### config.mk
export PLATFORM = sky130hd
export DESIGN_NAME = gcd_scheduler
export DESIGN_NICKNAME = d
export VERILOG_FILES = /design/src/rtl/gcd_scheduler.sv
export SDC_FILE = /design/constraint.sdc
export NUM_CORES = 1
export LEC_CHECK = 0
export BUFFER_PORTS_ARGS = -buffer_cell sky130_fd_sc_hd__buf_2
export CAP_MARGIN = 20
export CORE_ASPECT_RATIO = 1.1
export CORE_MARGIN = 3
export CORE_UTILIZATION = 24
export CTS_CLUSTER_DIAMETER = 150
export DETAILED_ROUTE_END_ITERATION = 12
export PLACE_DENSITY_LB_ADDON = 0.05
export SYNTH_ARGS = -nofsm -noshare
export SYNTH_HDL_FRONTEND = slang
export SYNTH_SLANG_ARGS = --single-unit
### constraint.sdc
create_clock -name clk -period 3.3 [get_ports clk]
set_input_delay 0.495 -clock clk [delete_from_list [all_inputs] [get_ports clk]]
set_output_delay 0.495 -clock clk [all_outputs]
set_load 0.005 [all_outputs]
### src/rtl/gcd_scheduler.sv
// rtl/gcd_scheduler.sv - round-robin request arbiter and sequencer for the shared subtractive GCD datapath
// One job in flight: IDLE grants, LOAD_A/LOAD_B seed the datapath, ITER subtracts until equal, RESP returns.
module gcd_scheduler #(
  parameter int NREQ = 4,
  parameter int W    = 16,
  parameter int IDW  = 2
) (
  input  logic              clk,
  input  logic              rst_n,
  input  logic [NREQ-1:0]   req_valid,
  input  logic [NREQ*W-1:0] req_a,
  input  logic [NREQ*W-1:0] req_b,
  output logic [NREQ-1:0]   req_ready,
  output logic              resp_valid,
  input  logic              resp_ready,
  output logic [IDW-1:0]    resp_id,
  output logic [W-1:0]      resp_gcd,
  output logic              busy,
  output logic              dp_ldA,
  output logic              dp_ldB,
  output logic              dp_sel1,
  output logic              dp_sel2,
  output logic              dp_sel_in,
  output logic [W-1:0]      dp_data_in,
  input  logic              dp_lt,
  input  logic              dp_gt,
  input  logic              dp_eq,
  input  logic [W-1:0]      dp_aout
);

  typedef enum logic [2:0] {IDLE, LOAD_A, LOAD_B, ITER, RESP} state_t;

  state_t         state_q, state_d;
  logic [IDW-1:0] ptr_q, ptr_d;
  logic [IDW-1:0] id_q, id_d;
  logic [W-1:0]   a_q, a_d;
  logic [W-1:0]   b_q, b_d;
  logic [W-1:0]   res_q, res_d;

  logic            grant_found;
  logic [IDW-1:0]  grant_idx;
  logic [IDW:0]    cand;
  logic [W-1:0]    grant_a, grant_b;
  logic [NREQ-1:0] grant_vec;

  // Search from ptr upward with wrap; the first valid requester wins.
  always_comb begin
    grant_found = 1'b0;
    grant_idx   = '0;
    cand        = '0;
    for (int i = 0; i < NREQ; i++) begin
      cand = {1'b0, ptr_q} + (IDW+1)'(i);
      if (cand >= (IDW+1)'(NREQ)) cand = cand - (IDW+1)'(NREQ);
      if (!grant_found && req_valid[cand[IDW-1:0]]) begin
        grant_found = 1'b1;
        grant_idx   = cand[IDW-1:0];
      end
    end
  end

  assign grant_a = req_a[grant_idx*W +: W];
  assign grant_b = req_b[grant_idx*W +: W];

  always_comb begin
    state_d    = state_q;
    ptr_d      = ptr_q;
    id_d       = id_q;
    a_d        = a_q;
    b_d        = b_q;
    res_d      = res_q;
    grant_vec  = '0;
    dp_ldA     = 1'b0;
    dp_ldB     = 1'b0;
    dp_sel1    = 1'b0;
    dp_sel2    = 1'b0;
    dp_sel_in  = 1'b0;
    dp_data_in = '0;
    case (state_q)
      IDLE: begin
        if (grant_found) begin
          grant_vec[grant_idx] = 1'b1;
          id_d  = grant_idx;
          a_d   = grant_a;
          b_d   = grant_b;
          ptr_d = (grant_idx == IDW'(NREQ-1)) ? '0 : grant_idx + 1'b1;
          // A zero operand would never reach equality by subtraction.
          if (grant_a == '0 || grant_b == '0) begin
            res_d   = grant_a | grant_b;
            state_d = RESP;
          end else begin
            state_d = LOAD_A;
          end
        end
      end
      LOAD_A: begin
        dp_data_in = a_q;
        dp_ldA     = 1'b1;
        state_d    = LOAD_B;
      end
      LOAD_B: begin
        dp_data_in = b_q;
        dp_ldB     = 1'b1;
        state_d    = ITER;
      end
      ITER: begin
        if (dp_eq) begin
          res_d   = dp_aout;
          state_d = RESP;
        end else if (dp_gt) begin
          dp_sel_in = 1'b1;
          dp_ldA    = 1'b1;
        end else if (dp_lt) begin
          dp_sel1   = 1'b1;
          dp_sel2   = 1'b1;
          dp_sel_in = 1'b1;
          dp_ldB    = 1'b1;
        end
      end
      RESP: begin
        if (resp_ready) state_d = IDLE;
      end
      default: state_d = IDLE;
    endcase
  end

  always_ff @(posedge clk or negedge rst_n) begin
    if (!rst_n) begin
      state_q <= IDLE;
      ptr_q   <= '0;
      id_q    <= '0;
      a_q     <= '0;
      b_q     <= '0;
      res_q   <= '0;
    end else begin
      state_q <= state_d;
      ptr_q   <= ptr_d;
      id_q    <= id_d;
      a_q     <= a_d;
      b_q     <= b_d;
      res_q   <= res_d;
    end
  end

  // Grant is combinational from req_valid, so it is masked while reset is held.
  assign req_ready  = rst_n ? grant_vec : '0;
  assign resp_valid = (state_q == RESP);
  assign resp_id    = id_q;
  assign resp_gcd   = res_q;
  assign busy       = (state_q != IDLE);

endmodule

---- After elaboration in Yosys (flattened, before gate mapping) ----
Index checks and enable logic that the tools add are counted.
storage, ports and cells
  logic and storage cells ................. 99
  output and inout bits ................... 45
  input bits .............................. 154
  register bits ........................... 55
operators by class
  $add $sub $neg .......................... 8
  bitwise logic cells ..................... 1
  eq/ne operators ......................... 9
  shifts and indexed selects .............. 2
  mux-type cells .......................... 47
  $lt $le $gt $ge ......................... 10
  reduce and logical (&&, ||, !) cells .... 16
operators by type and width
  cell                 count
  $shiftx 64x7->16     2
  $pmux 16 s2          2
  $mux 16              3
  $logic_not 16->1     2
  $mux 1               18
  $mux 2               9
  $or 16x16->16        1
  $lt 2x3->1 const B   5
  $pmux 3 s5           1
  $mux 3               4
  $mux 4               3
  $ge 3x3->1 const B   3
  $bmux 1 s2           4
  $sub 2x1->2 const B  4
  $add 2x2->3 const B  2
  $eq 3x2->1 const B   2
  $ne 2x2->1 const B   3
  $logic_and 1x1->1    4
  $pmux 1 s2           2
  $reduce_and 4->1     1
  $add 2x1->3 const B  1
  $eq 3x1->1 const B   1
  $eq 3x3->1 const B   1
  $ge 2x3->1 const B   1
  12 further kinds     14

---- Longest topological paths before layout ----
  depth after elaboration ................. 21
  depth in mapped cells ................... 15
  depth with buffers taken out ............ 10

---- Worst setup path before layout ----
OpenSTA, ideal clock, no wires.
  kind .................................... input -> register
  start ................................... input req_valid[2]
  end ..................................... register res_q[9], in the netlist resp_gcd[9]
  stages .................................. 13
  data required time ...................... 3.224 ns
  setup slack ............................. -0.026 ns
  arrival ................................. 3.250 ns
  setup time .............................. 0.076 ns
  buffers on the path ..................... 4
  cells stage by stage .................... nor2b_1 a221o_2 buf_6 and3_1 a211oi_2 nor2_1 or4_1 or4_1 buf_2 and3_4 buf_6 buf_6 o21ai_1
on the way
  word-level cells in the longest chain between the ends .. 17
  elaborated cells between the ends (all ways) .. 34
  those cells by class .................... eq/ne: 2; shift: 2; mux: 19; bitwise: 1; reduce/logical: 10
RTL lines
  what                                                              RTL line  source
  from (decl)                                                       10        input logic [NREQ-1:0] req_valid,
  $bmux 1 s2                                                        54        if (!grant_found && req_valid[cand[IDW-1:0]]) begin
  $mux 1 (implied by the code)                                      54
  $mux 1                                                            54
  $logic_not 1->1                                                   54
  $logic_and 1x1->1                                                 54
  $mux 1                                                            54
  $logic_not 1->1                                                   54
  $logic_and 1x1->1                                                 54
  $mux 1                                                            54
  $logic_not 1->1                                                   54
  $logic_and 1x1->1                                                 54
  $mux 2                                                            54
  $shiftx 64x7->16, on equally long branches                        61, 62
  $logic_not 16->1 or $or 16x16->16 (tied branches)                 87, 88
  $logic_or 1x1->1 or $mux 16 (tied branches)                       87        if (grant_a == '0 || grant_b == '0) begin
  $ne 2x2->1 (no source line) or $mux 16 (tied branches)            --
  $reduce_and 4->1 (no source line) or $pmux 16 s2 (tied branches)  --
  to (signal assigned)                                              140       res_q <= res_d;
  to (decl)                                                         38        logic [W-1:0] res_q, res_d;
Parallel ways exist; a longest one is shown, timed or not. The select of a mux whose other input is x is not followed.
A chain may end at the register's enable or synchronous reset.

---- Worst setup path after layout ----
  start ................................... register ptr_q[0]
  end ..................................... register state_q[0]
on the way
  word-level cells in the longest chain between the ends .. 20
  elaborated cells between the ends (all ways) .. 47
  those cells by class .................... add/sub: 7; order compare: 4; eq/ne: 1; shift: 2; mux: 23; reduce/logical: 10
RTL lines
  what                                                                  RTL line  source
  from (decl)                                                           34        logic [IDW-1:0] ptr_q, ptr_d;
  from (signal assigned)                                                136       ptr_q <= ptr_d;
  parallel branches: the longest is 20 deep, another holds $add 2x1->3  --
  to (signal assigned)                                                  135       state_q <= state_d;
  to (decl)                                                             33        state_t state_q, state_d;
Several ways; the timed one is not identified. The select of a mux whose other input is x is not followed.

==> impl_metrics.toml <==
[status]
outcome = "finished clean"

[placed_design]
dpl_cell_area_um2 = 5680
port_buffers = 198
pre_cts_ws_ns = -0.2691
gp_congestion = 0.8134
hpwlAfterDp_mm = 13.26
dp_cells = 913

[timing]
worst_pin_slew_ns = 0.7272
hold_viol_final = 0
setup_ws_ns = 0.09444
relSlewSlack_pct = 51.52
report.final.setup_viol = 0
fin_crit_sh_pct = 97.14
slew_violations = 0
fin_skew_ns = 0.004444
fin_crit_ns = 3.206
timing.fmax_ghz = 0.3120
rsz0062_at_grt = "yes"

[worst_hold_path]
hold_path.class = "in2async"

[die]
die_w_um = 129.2
ios = 199
die_area_um2 = 18290
die_h_um = 141.5
fp.coreArea_um2 = 16040
fp-row-count = 48
start_util_pct = 24.99

[worst_setup_path]
worstPathRequired_ns = 3.49
crit_type = "reg2reg"
r2r_cells = 12
critPathArrivalTime_ns = 3.39
end_kind = "flip-flop"
critPathLaunchType = "flip-flop"
cp_max_fo = 18

[clock_tree]
clock_latency_ns = 0.29
cts-root-buf = "clkbuf_16"
cts_tree = "done"
cts_hold_buf = 0
numCtsBuffers = 5
cts.sinks = 55
cts_htree_levels = 2
path_clk_slew_ns = 0.07
clk_path_buf_depth = 2

[synth]
synth.net_count = 648
synth.most_common_cell = "nand2_1"
synth.cell_area_um2 = 4008
yosysUniqueCellTypes = 47
synth_edf_count = 0
avgSynthCellArea_um2 = 8.179
seq_area_frac_synth_pct = 34.34
ys_top_cells_by_area = "dfrtp_1 (34%), nand2_1 (9.1%), and3_1 (4.8%)"
ys_seq_elements = 55
yosysTopAreaCell = "dfrtp_1"
syn_inst = 490
synth_flop_cell = "dfrtp_1"
yosys.area.top_type_share_pct = 34.34
ys_warn_count = 0
async_flop_share_pct = 100.0
synth_commonest_cells = "nand2_1 (97), dfrtp_1 (55), and3_1 (31)"

[routing]
postRouteAntennaNets = 0
dr.pass1.iters = 4
highest_layer = "met4"
first_iter_violations = 181
wl_met2_mm = 7.564
vias = 4591
via_per_inst = 4.953
wirelength_mm = 16.67
dr_wl_met3_um = 956
wire_per_inst_um = 17.98
drc = 0
drt-met1-wl_mm = 7.882

[final_layout]
multi_input_area_um2 = 2579
seq_area_um2 = 1378
drive_gt1_share_pct = 47.73
syn2layout_area_growth_pct = 50.92
num_antenna_cells = 0
fin_area_um2 = 6048
final_cells = 927
nNetsFinal = 884
fillers = 1687

[power_and_ir_drop]
powerDensity_nw_per_um2 = 889.7
ir_drop_uv = 260.0
total_leakage_power_uw = 0.003004

[global_route]
antenna_found_initial = 0
grt_pass1_wl_mm = 26.30
grt_usage_pct = 18.10
grt_pass1_vias = 4859
grt.overflow.total = 0
grt_max_degree = 54

[flow_run]
cap_violations = 0
==> cell families after synthesis <==
logic type               synth area share (%)
AND/OR/NAND/NOR                         24.01
AO/OA/AOI/OAI                           27.13
buffers and inverters                   5.994
flip-flops                              34.34
multiplexers                            7.274
adder cells (fa/ha/maj)                 1.249
==> layer usage <==
metal	vias up	global-route usage [%]
li1	2265	-
met1	2148	25.91
met2	163	28.22
met3	15	3.200
met4	0	4.478
met5	-	0
==> state kept, by name (all words and copies together), names as in the netlist <==
signal,count
state_q,3
b_q,16
a_q,16
ptr_q,2
resp_id,2
resp_gcd,16
==> layout make-up <==
| class | count | share of cell area (%) |
|---|---|---|
| Timing Repair Buffer | 275 | 27.43 |
| Multi-Input combinational cell | 382 | 42.64 |
| Inverter | 7 | 0.4344 |
| Tap cell | 200 | 4.137 |
| Sequential cell | 55 | 22.78 |
| Clock buffer | 8 | 2.586 |
==> cells in the final DEF (no fill, tap or decap), drive strengths merged <==
cell / instances
buf: 275
nand2: 97
dfrtp: 55
o21ai: 43
and3: 32
a211oi: 26
nor2b: 19
mux2i: 19
a22o: 16
a41oi: 16
nor2: 13
a31o: 13
nand3: 12
o211ai: 12
mux2: 9
a31oi: 9
a21oi: 8
clkbuf: 8
inv: 7
nand4: 5
ha: 4
or4: 4
or2: 3
nor3: 3
nand3b: 2
a21o: 2
o21a: 2
and2: 2
nand2b: 2
o22ai: 2
nor3b: 1
a221o: 1
o21bai: 1
nor4: 1
or3b: 1
a21boi: 1
a22oi: 1
==> worst paths after layout <==
check / to / slack [ns] / start
worst max-delay path: state_q[0] / 0.09 / ptr_q[0]
worst min-delay path: ptr_q[0] / 0.01 / rst_n
worst max register to register: state_q[0] / 0.09 / ptr_q[0]
worst min register to register: resp_id[1] / 0.48 / resp_id[1]
max in group asynchronous: b_q[11] / 2.35 / rst_n
min in group clk: state_q[2] / 0.40 / resp_ready
==> through the flow <==
step           total power [uW]  setup TNS (ns)  hold WS (ns)  util (%)
2_1_floorplan              3260               0        0.1994         -
3_3_place_gp               4652          -3.381        0.3278     35.42
6_report                   5381               0       0.01081     37.72
5_1_grt                    5881         -0.2049      0.001909     37.72
3_5_place_dp               4691          -4.302        0.3235     35.42
4_1_cts                    5303               0      0.002228     36.61
==> where the power goes <==
part / leakage [uW] / total, uW / internal [uW] / switching (uW)
combinational: 0.00227 / 3550 / 1660 / 1890
sequential: 0.000660 / 1260 / 1030 / 230
clock: 0.0000772 / 568 / 324 / 244
total: 0.00300 / 5380 / 3020 / 2360
==> repair_timing <==
| action | 4_1_cts | 5_1_grt |
|---|---|---|
| endpoints found under the setup margin | 17 | 17 |
| resized for setup | 6 | 25 |
| hold endpoints to repair | 0 | 0 |
| setup buffers | 1 | 5 |
| pin swaps | 1 | 4 |
==> worst max-delay path, cell delays in order, from the launching register on <==
cell and delay (ns):
dfrtp_1 0.39, inv_1 0.08, a221o_2 0.43, buf_12 0.15, buf_4 0.17, and3_1 0.18
a211oi_2 0.20, a31o_2 0.17, nand4_1 0.16, or4_4 0.57, buf_6 0.15, and3_4 0.24
o21a_1 0.20
No activity file was read; power rests on OpenSTA's default activity.
